File: src/rtl/decode_stage_pkg.sv
// Shared opcode/funct encodings and control-word layout for the decode stage.
package decode_stage_pkg;

   localparam logic [5:0] OP_RTYPE = 6'h00;
   localparam logic [5:0] OP_J     = 6'h02;
   localparam logic [5:0] OP_JAL   = 6'h03;
   localparam logic [5:0] OP_BEQ   = 6'h04;
   localparam logic [5:0] OP_BNE   = 6'h05;
   localparam logic [5:0] OP_ADDI  = 6'h08;
   localparam logic [5:0] OP_ADDIU = 6'h09;
   localparam logic [5:0] OP_SLTI  = 6'h0A;
   localparam logic [5:0] OP_SLTIU = 6'h0B;
   localparam logic [5:0] OP_ANDI  = 6'h0C;
   localparam logic [5:0] OP_ORI   = 6'h0D;
   localparam logic [5:0] OP_XORI  = 6'h0E;
   localparam logic [5:0] OP_LUI   = 6'h0F;
   localparam logic [5:0] OP_LW    = 6'h23;
   localparam logic [5:0] OP_SW    = 6'h2B;

   localparam logic [5:0] FN_SLL   = 6'h00;
   localparam logic [5:0] FN_SRL   = 6'h02;
   localparam logic [5:0] FN_SRA   = 6'h03;
   localparam logic [5:0] FN_SLLV  = 6'h04;
   localparam logic [5:0] FN_SRLV  = 6'h06;
   localparam logic [5:0] FN_SRAV  = 6'h07;
   localparam logic [5:0] FN_MFHI  = 6'h10;
   localparam logic [5:0] FN_MTHI  = 6'h11;
   localparam logic [5:0] FN_MFLO  = 6'h12;
   localparam logic [5:0] FN_MTLO  = 6'h13;
   localparam logic [5:0] FN_MULT  = 6'h18;
   localparam logic [5:0] FN_MULTU = 6'h19;
   localparam logic [5:0] FN_DIV   = 6'h1A;
   localparam logic [5:0] FN_DIVU  = 6'h1B;
   localparam logic [5:0] FN_ADD   = 6'h20;
   localparam logic [5:0] FN_ADDU  = 6'h21;
   localparam logic [5:0] FN_SUB   = 6'h22;
   localparam logic [5:0] FN_SUBU  = 6'h23;
   localparam logic [5:0] FN_AND   = 6'h24;
   localparam logic [5:0] FN_OR    = 6'h25;
   localparam logic [5:0] FN_XOR   = 6'h26;
   localparam logic [5:0] FN_NOR   = 6'h27;
   localparam logic [5:0] FN_SLT   = 6'h2A;
   localparam logic [5:0] FN_SLTU  = 6'h2B;

   localparam int CV_W          = 10;
   localparam int CV_REGWRITE   = 9;
   localparam int CV_REGDST     = 8;
   localparam int CV_ALUSRC     = 7;
   localparam int CV_BRANCH     = 6;
   localparam int CV_MEMWRITE   = 5;
   localparam int CV_MEMTOREG   = 4;
   localparam int CV_JUMP       = 3;
   localparam int CV_HILO_WRITE = 2;
   localparam int CV_HI_TO_REG  = 1;
   localparam int CV_LO_TO_REG  = 0;

   typedef struct packed {
      logic [CV_W-1:0] cv;
      logic            zero_ext;
      logic            branch_ne;
      logic            link;
      logic            muldiv_start;
      logic [1:0]      muldiv_op;
      logic            illegal;
   } ctrl_t;

   function automatic logic is_hilo_funct(input logic [5:0] fn);
      return fn inside {FN_MFHI, FN_MTHI, FN_MFLO, FN_MTLO,
                        FN_MULT, FN_MULTU, FN_DIV, FN_DIVU};
   endfunction

endpackage

File: src/rtl/decode_stage_comb.sv
// Pure combinational MIPS main decoder: instruction -> control word.
module decode_comb
   import decode_stage_pkg::*;
#(
   parameter bit ENABLE_MULDIV = 1'b1
) (
   input  logic [31:0] instr,
   output ctrl_t       ctrl,
   output logic        uses_hilo
);

   logic [5:0] op;
   logic [5:0] fn;
   logic       unused_fields;

   assign op            = instr[31:26];
   assign fn            = instr[5:0];
   assign unused_fields = ^instr[25:6];

   always_comb begin
      ctrl = '0;
      case (op)
         OP_RTYPE: begin
            case (fn)
               FN_SLL, FN_SRL, FN_SRA, FN_SLLV, FN_SRLV, FN_SRAV,
               FN_ADD, FN_ADDU, FN_SUB, FN_SUBU, FN_AND, FN_OR,
               FN_XOR, FN_NOR, FN_SLT, FN_SLTU: begin
                  ctrl.cv[CV_REGWRITE] = 1'b1;
                  ctrl.cv[CV_REGDST]   = 1'b1;
               end
               FN_MFHI: begin
                  ctrl.cv[CV_REGWRITE]  = 1'b1;
                  ctrl.cv[CV_REGDST]    = 1'b1;
                  ctrl.cv[CV_HI_TO_REG] = 1'b1;
               end
               FN_MFLO: begin
                  ctrl.cv[CV_REGWRITE]  = 1'b1;
                  ctrl.cv[CV_REGDST]    = 1'b1;
                  ctrl.cv[CV_LO_TO_REG] = 1'b1;
               end
               FN_MTHI, FN_MTLO: ctrl.cv[CV_HILO_WRITE] = 1'b1;
               FN_MULT, FN_MULTU, FN_DIV, FN_DIVU: begin
                  if (ENABLE_MULDIV) begin
                     ctrl.cv[CV_HILO_WRITE] = 1'b1;
                     ctrl.muldiv_start      = 1'b1;
                     ctrl.muldiv_op         = fn[1:0];
                  end else begin
                     ctrl.illegal = 1'b1;
                  end
               end
               default: ctrl.illegal = 1'b1;
            endcase
         end
         OP_ADDI, OP_ADDIU, OP_SLTI, OP_SLTIU,
         OP_ANDI, OP_ORI, OP_XORI, OP_LUI: begin
            ctrl.cv[CV_REGWRITE] = 1'b1;
            ctrl.cv[CV_ALUSRC]   = 1'b1;
            ctrl.zero_ext        = (op[5:2] == 4'b0011);
         end
         OP_LW: begin
            ctrl.cv[CV_REGWRITE] = 1'b1;
            ctrl.cv[CV_ALUSRC]   = 1'b1;
            ctrl.cv[CV_MEMTOREG] = 1'b1;
         end
         OP_SW: begin
            ctrl.cv[CV_ALUSRC]   = 1'b1;
            ctrl.cv[CV_MEMWRITE] = 1'b1;
         end
         OP_BEQ: ctrl.cv[CV_BRANCH] = 1'b1;
         OP_BNE: begin
            ctrl.cv[CV_BRANCH] = 1'b1;
            ctrl.branch_ne     = 1'b1;
         end
         OP_J: ctrl.cv[CV_JUMP] = 1'b1;
         OP_JAL: begin
            ctrl.cv[CV_REGWRITE] = 1'b1;
            ctrl.cv[CV_JUMP]     = 1'b1;
            ctrl.link            = 1'b1;
         end
         default: ctrl.illegal = 1'b1;
      endcase
   end

   // Hazard detection looks at the raw encoding, independent of legality.
   assign uses_hilo = (op == OP_RTYPE) && is_hilo_funct(fn);

endmodule

File: src/rtl/decode_stage.sv
// Registered decode stage: valid/ready handshake, flush, and HI/LO busy tracking.
module decode_stage
   import decode_stage_pkg::*;
#(
   parameter int unsigned MUL_CYCLES    = 1,
   parameter int unsigned DIV_CYCLES    = 36,
   parameter bit          ENABLE_MULDIV = 1'b1
) (
   input  logic        clk,
   input  logic        rst,
   input  logic [31:0] instr,
   input  logic        instr_valid,
   output logic        instr_ready,
   input  logic        flush,
   input  logic        ex_ready,
   output logic        ctrl_valid,
   output logic        regwrite,
   output logic        regdst,
   output logic        alusrc,
   output logic        branch,
   output logic        memwrite,
   output logic        memtoreg,
   output logic        jump,
   output logic        hilo_write,
   output logic        hi_to_reg,
   output logic        lo_to_reg,
   output logic        zero_ext,
   output logic        branch_ne,
   output logic        link,
   output logic        muldiv_start,
   output logic [1:0]  muldiv_op,
   output logic        illegal,
   output logic        hilo_busy
);

   localparam int CNT_W = $clog2(DIV_CYCLES + 1);

   ctrl_t            dec_ctrl;
   logic             dec_uses_hilo;
   ctrl_t            ctrl_q, ctrl_d;
   logic             vld_q, vld_d;
   logic [CNT_W-1:0] cnt_q, cnt_d;
   logic             stall, accept, handoff;

   decode_comb #(.ENABLE_MULDIV(ENABLE_MULDIV)) u_decode_comb (
      .instr     (instr),
      .ctrl      (dec_ctrl),
      .uses_hilo (dec_uses_hilo)
   );

   // A mul/div sitting in the output register already counts as busy.
   assign hilo_busy   = (cnt_q != '0) || (vld_q && ctrl_q.muldiv_start);
   assign stall       = instr_valid && dec_uses_hilo && hilo_busy;
   assign instr_ready = (!vld_q || ex_ready) && !stall && !flush;
   assign accept      = instr_valid && instr_ready;
   assign handoff     = vld_q && ex_ready && !flush;

   always_comb begin
      ctrl_d = ctrl_q;
      vld_d  = vld_q;
      cnt_d  = cnt_q;
      if (flush) begin
         vld_d  = 1'b0;
         ctrl_d = '0;
      end else if (accept) begin
         vld_d  = 1'b1;
         ctrl_d = dec_ctrl;
      end else if (handoff) begin
         vld_d  = 1'b0;
         ctrl_d = '0;
      end
      // A flushed handoff never loads, but a running count keeps going.
      if (handoff && ctrl_q.muldiv_start)
         cnt_d = ctrl_q.muldiv_op[1] ? CNT_W'(DIV_CYCLES) : CNT_W'(MUL_CYCLES);
      else if (cnt_q != '0)
         cnt_d = cnt_q - CNT_W'(1);
      if (!ENABLE_MULDIV)
         cnt_d = '0;
   end

   always_ff @(posedge clk) begin
      if (rst) begin
         vld_q  <= 1'b0;
         ctrl_q <= '0;
         cnt_q  <= '0;
      end else begin
         vld_q  <= vld_d;
         ctrl_q <= ctrl_d;
         cnt_q  <= cnt_d;
      end
   end

   assign ctrl_valid   = vld_q;
   assign regwrite     = ctrl_q.cv[CV_REGWRITE];
   assign regdst       = ctrl_q.cv[CV_REGDST];
   assign alusrc       = ctrl_q.cv[CV_ALUSRC];
   assign branch       = ctrl_q.cv[CV_BRANCH];
   assign memwrite     = ctrl_q.cv[CV_MEMWRITE];
   assign memtoreg     = ctrl_q.cv[CV_MEMTOREG];
   assign jump         = ctrl_q.cv[CV_JUMP];
   assign hilo_write   = ctrl_q.cv[CV_HILO_WRITE];
   assign hi_to_reg    = ctrl_q.cv[CV_HI_TO_REG];
   assign lo_to_reg    = ctrl_q.cv[CV_LO_TO_REG];
   assign zero_ext     = ctrl_q.zero_ext;
   assign branch_ne    = ctrl_q.branch_ne;
   assign link         = ctrl_q.link;
   assign muldiv_start = ctrl_q.muldiv_start;
   assign muldiv_op    = ctrl_q.muldiv_op;
   assign illegal      = ctrl_q.illegal;

endmodule

File: config.mk
export PLATFORM = sky130hd
export DESIGN_NAME = decode_stage
export DESIGN_NICKNAME = d
export VERILOG_FILES = /design/src/rtl/decode_stage_pkg.sv /design/src/rtl/decode_stage_comb.sv /design/src/rtl/decode_stage.sv
export SDC_FILE = /design/constraint.sdc
export NUM_CORES = 1
export LEC_CHECK = 0
export ABC_AREA = 0
export CAP_MARGIN = 5
export CORE_MARGIN = 1
export CORE_UTILIZATION = 25
export CTS_BUF_LIST = sky130_fd_sc_hd__clkbuf_8
export CTS_CLUSTER_SIZE = 8
export DETAILED_ROUTE_END_ITERATION = 8
export GPL_ROUTABILITY_DRIVEN = 0
export GPL_TIMING_DRIVEN = 0
export PLACE_DENSITY = 0.52
export SETUP_SLACK_MARGIN = 0.02
export SYNTH_ARGS = -nofsm -noshare
export SYNTH_HDL_FRONTEND = slang
export SYNTH_SLANG_ARGS = --single-unit
File: constraint.sdc
create_clock -name clk -period 2.05 [get_ports clk]
set_input_delay 0.41 -clock clk [delete_from_list [all_inputs] [get_ports clk]]
set_output_delay 0.41 -clock clk [all_outputs]
set_load 0.01 [all_outputs]
==> flow_metrics.py <==
metrics = {
    "place": {
        "dp_hpwl_um": 2661,
        "numPortBuffers": 34,
        "place_inst": 263,
        "post-place-ws_ns": -0.7292,
    },
    "routing": {
        "drt_first_pass_iters": 5,
        "post_drt_via_cell_ratio": 4.810,
        "drc": 0,
        "wl_um": 3644,
        "final_antenna_net_count": 0,
        "dr.first_iter.drc_count": 45,
        "wire_per_inst_um": 13.35,
        "routed-via-count": 1313,
    },
    "critical_path": {
        "path_buf_inv": 2,
        "cp_data_required_time_ns": 1.64,
        "path_class": "register to output pin",
        "crit_slowest_cell": "dfxtp_2",
        "startpoint_type": "register",
        "path_delay_family": "simple AND/OR/NAND/NOR gates",
        "arrival_ns": 1.58,
        "worstSetupEndpointType": "output pin",
        "crit_fanout": 3,
        "max_stage_delay_ns": 0.34,
        "cp_cell_sequence": "inv_2 > ha_4 > nor2b_4 > and3_4 > nor2_4 > a221oi_2 > buf_2",
    },
    "yosys": {
        "syn-num-nets": 198,
        "ys_seq_area_frac": 0.3636,
        "yosysMostFrequentCell": "dfxtp_1",
        "synth_top_cell_by_area": "dfxtp_1",
        "ys_types": 47,
        "synth-edff-count": 0,
        "synthFlopType": "dfxtp_1",
        "syn_area_mm2": 0.001321,
        "synth.avg_cell_area_um2": 8.310,
        "synth_top_cells_by_area": "dfxtp_1, nand2_1, a21oi_1",
        "ys_async_sr_fraction": 0,
        "netlist_instances": 159,
        "synth_top_area_frac": 0.3636,
        "netlist_top_cells_count": "dfxtp_1, nand2_1, nor2_1",
        "ys.warnings.count": 0,
        "ys_ff_latch": 24,
    },
    "finish": {
        "top_register": "cnt_q",
        "largest_reg_flops": 6,
        "area_delta_synth_final_pct": 42.90,
        "instances_no_fill": 273,
        "fin_util": 0.3697,
        "final_nets": 244,
        "diodes": 0,
        "drive_above_1_share": 0.2069,
    },
    "clock_network": {
        "cts_tree": "done",
        "clock_sinks": 24,
        "cts_made_buffers": 3,
        "clkLatencyLatePin_ns": 0.27,
        "clk_pin_slew_worst_paths_ns": 0.09,
        "max-clock-path-buffers": 2,
        "hold_buffers": 0,
        "h-tree-depth": 1,
        "root_buffer": "clkbuf_8",
    },
    "timing": {
        "finalWorstSetupSlack_ns": 0.06046,
        "post-route-min-period_ns": 1.990,
        "final-hold-violation-count": 0,
        "fin_skew_ns": 0.001787,
        "period_share": 0.9705,
        "setup_viol": 0,
        "setup-tns-final_ns": 0,
        "slew_headroom": 0.6105,
        "rsz0062_at_grt": "yes",
        "slew_viol_final": 0,
        "tightest_slew_ns": 0.5843,
        "max_freq_mhz": 502.6,
    },
    "die": {
        "pin_count": 57,
        "core_mm2": 0.005107,
        "die-area_mm2": 0.005580,
        "fp.dieW_um": 74.70,
        "die_h_um": 74.70,
        "start_util": 0.2587,
        "num_rows": 26,
    },
    "power_and_ir_drop": {
        "power_density_mw_per_mm2": 825.7,
        "peakVddDrop_v": 0.0004211,
        "leakage_uw": 0.0006650,
    },
    "grt": {
        "grt_pass1_wl_um": 6016,
        "grt_pass1_vias": 1258,
        "antenna_found_initial": 0,
        "grt_use_total": 0.1410,
        "globalRouteOverflowTotal": 0,
        "grt_max_degree": 13,
    },
    "status": {
        "status": "finished clean",
    },
    "min_path": {
        "hold_class": "primary input to register",
    },
    "run": {
        "drv_cap": 0,
    },
}
-- metrics by stage --
| step | power, uW | hold slack [ns] | area [um2] |
|---|---|---|---|
| finish | 1559 | 0.4499 | 1888 |
| global route | 1667 | 0.4526 | 1888 |
| CTS | 1500 | 0.4344 | 1847 |
| detailed placement | 1153 | 0.4552 | 1749 |
| global placement | 1151 | 0.4481 | 1749 |
| floorplan | 984.1 | 0.4726 | 1321 |
-- kinds of logic after synthesis --
family / synth area share
simple gates: 0.3163
xor+xnor: 0.01989
fa+ha+maj: 0.01894
flops: 0.3636
compound gates: 0.2178
buf+inv: 0.06344
-- what timing repair did --
item,4_1_cts,5_1_grt
pin swaps,5,2
setup buffers,5,2
resized for setup,21,12
setup endpoints to repair,7,4
-- report_power, final --
part	switching [uW]	internal (uW)	leakage [uW]
Sequential	74.4	531	0.000196
Clock	155	132	0.0000216
Combinational	334	332	0.000448
Total	564	995	0.000665
-- worst reg2reg max path, stage by stage (launching register included) --
cell and delay, ns:
dfxtp_2 0.34, inv_2 0.08, ha_4 0.13, nor2b_4 0.13, and3_4 0.21, buf_4 0.13
o21ai_4 0.09, or4_1 0.51, a21oi_1 0.13
-- area by class of cell --
cell class / instances / area [um2]
clock buffers: 3 / 41.29
inverters: 9 / 36.28
plain buffers: 7 / 50.05
repair buffers: 41 / 374.1
flip-flops and latches: 24 / 485.5
multi-input cells: 119 / 813.3
fillers: 548 / 3219
well taps: 70 / 87.58
-- final timing paths --
path / slack (ns) / cells past startpoint / end / from
worst min register to register: 0.46 / 2 / hilo_write$_SDFFE_PP0P_ / hilo_write$_SDFFE_PP0P_
worst max register to register: 0.23 / 8 / memwrite$_SDFFE_PP0P_ / cnt_q[0]$_SDFFE_PP0P_
worst min-delay path: 0.45 / 3 / zero_ext$_SDFFE_PP0P_ / instr[29]
worst max-delay path: 0.06 / 7 / instr_ready / cnt_q[0]$_SDFFE_PP0P_
-- placed cells by master (no fill, tap or decap), drive strengths merged, types with 9 or more instances in the layout --
master | netlist | layout
buf | 4 | 12
a21oi | 12 | 12
nor2 | 13 | 13
nand3 | 11 | 11
dfxtp | 24 | 24
inv | 9 | 9
clkdlybuf4s50 | 0 | 25
o21ai | 10 | 10
nand2 | 19 | 19
-- per-layer routing --
layer / GRT usage / up-vias / part of all wire
met2: 0.2462 / 27 / 0.49
met3: 0.03347 / 2 / 0.040
met4: 0.02516 / 0 / 0.0036
met5: 0 / - / 0
li1: - / 669 / -
met1: 0.1783 / 615 / 0.47
(Power assumes the default switching activity.)
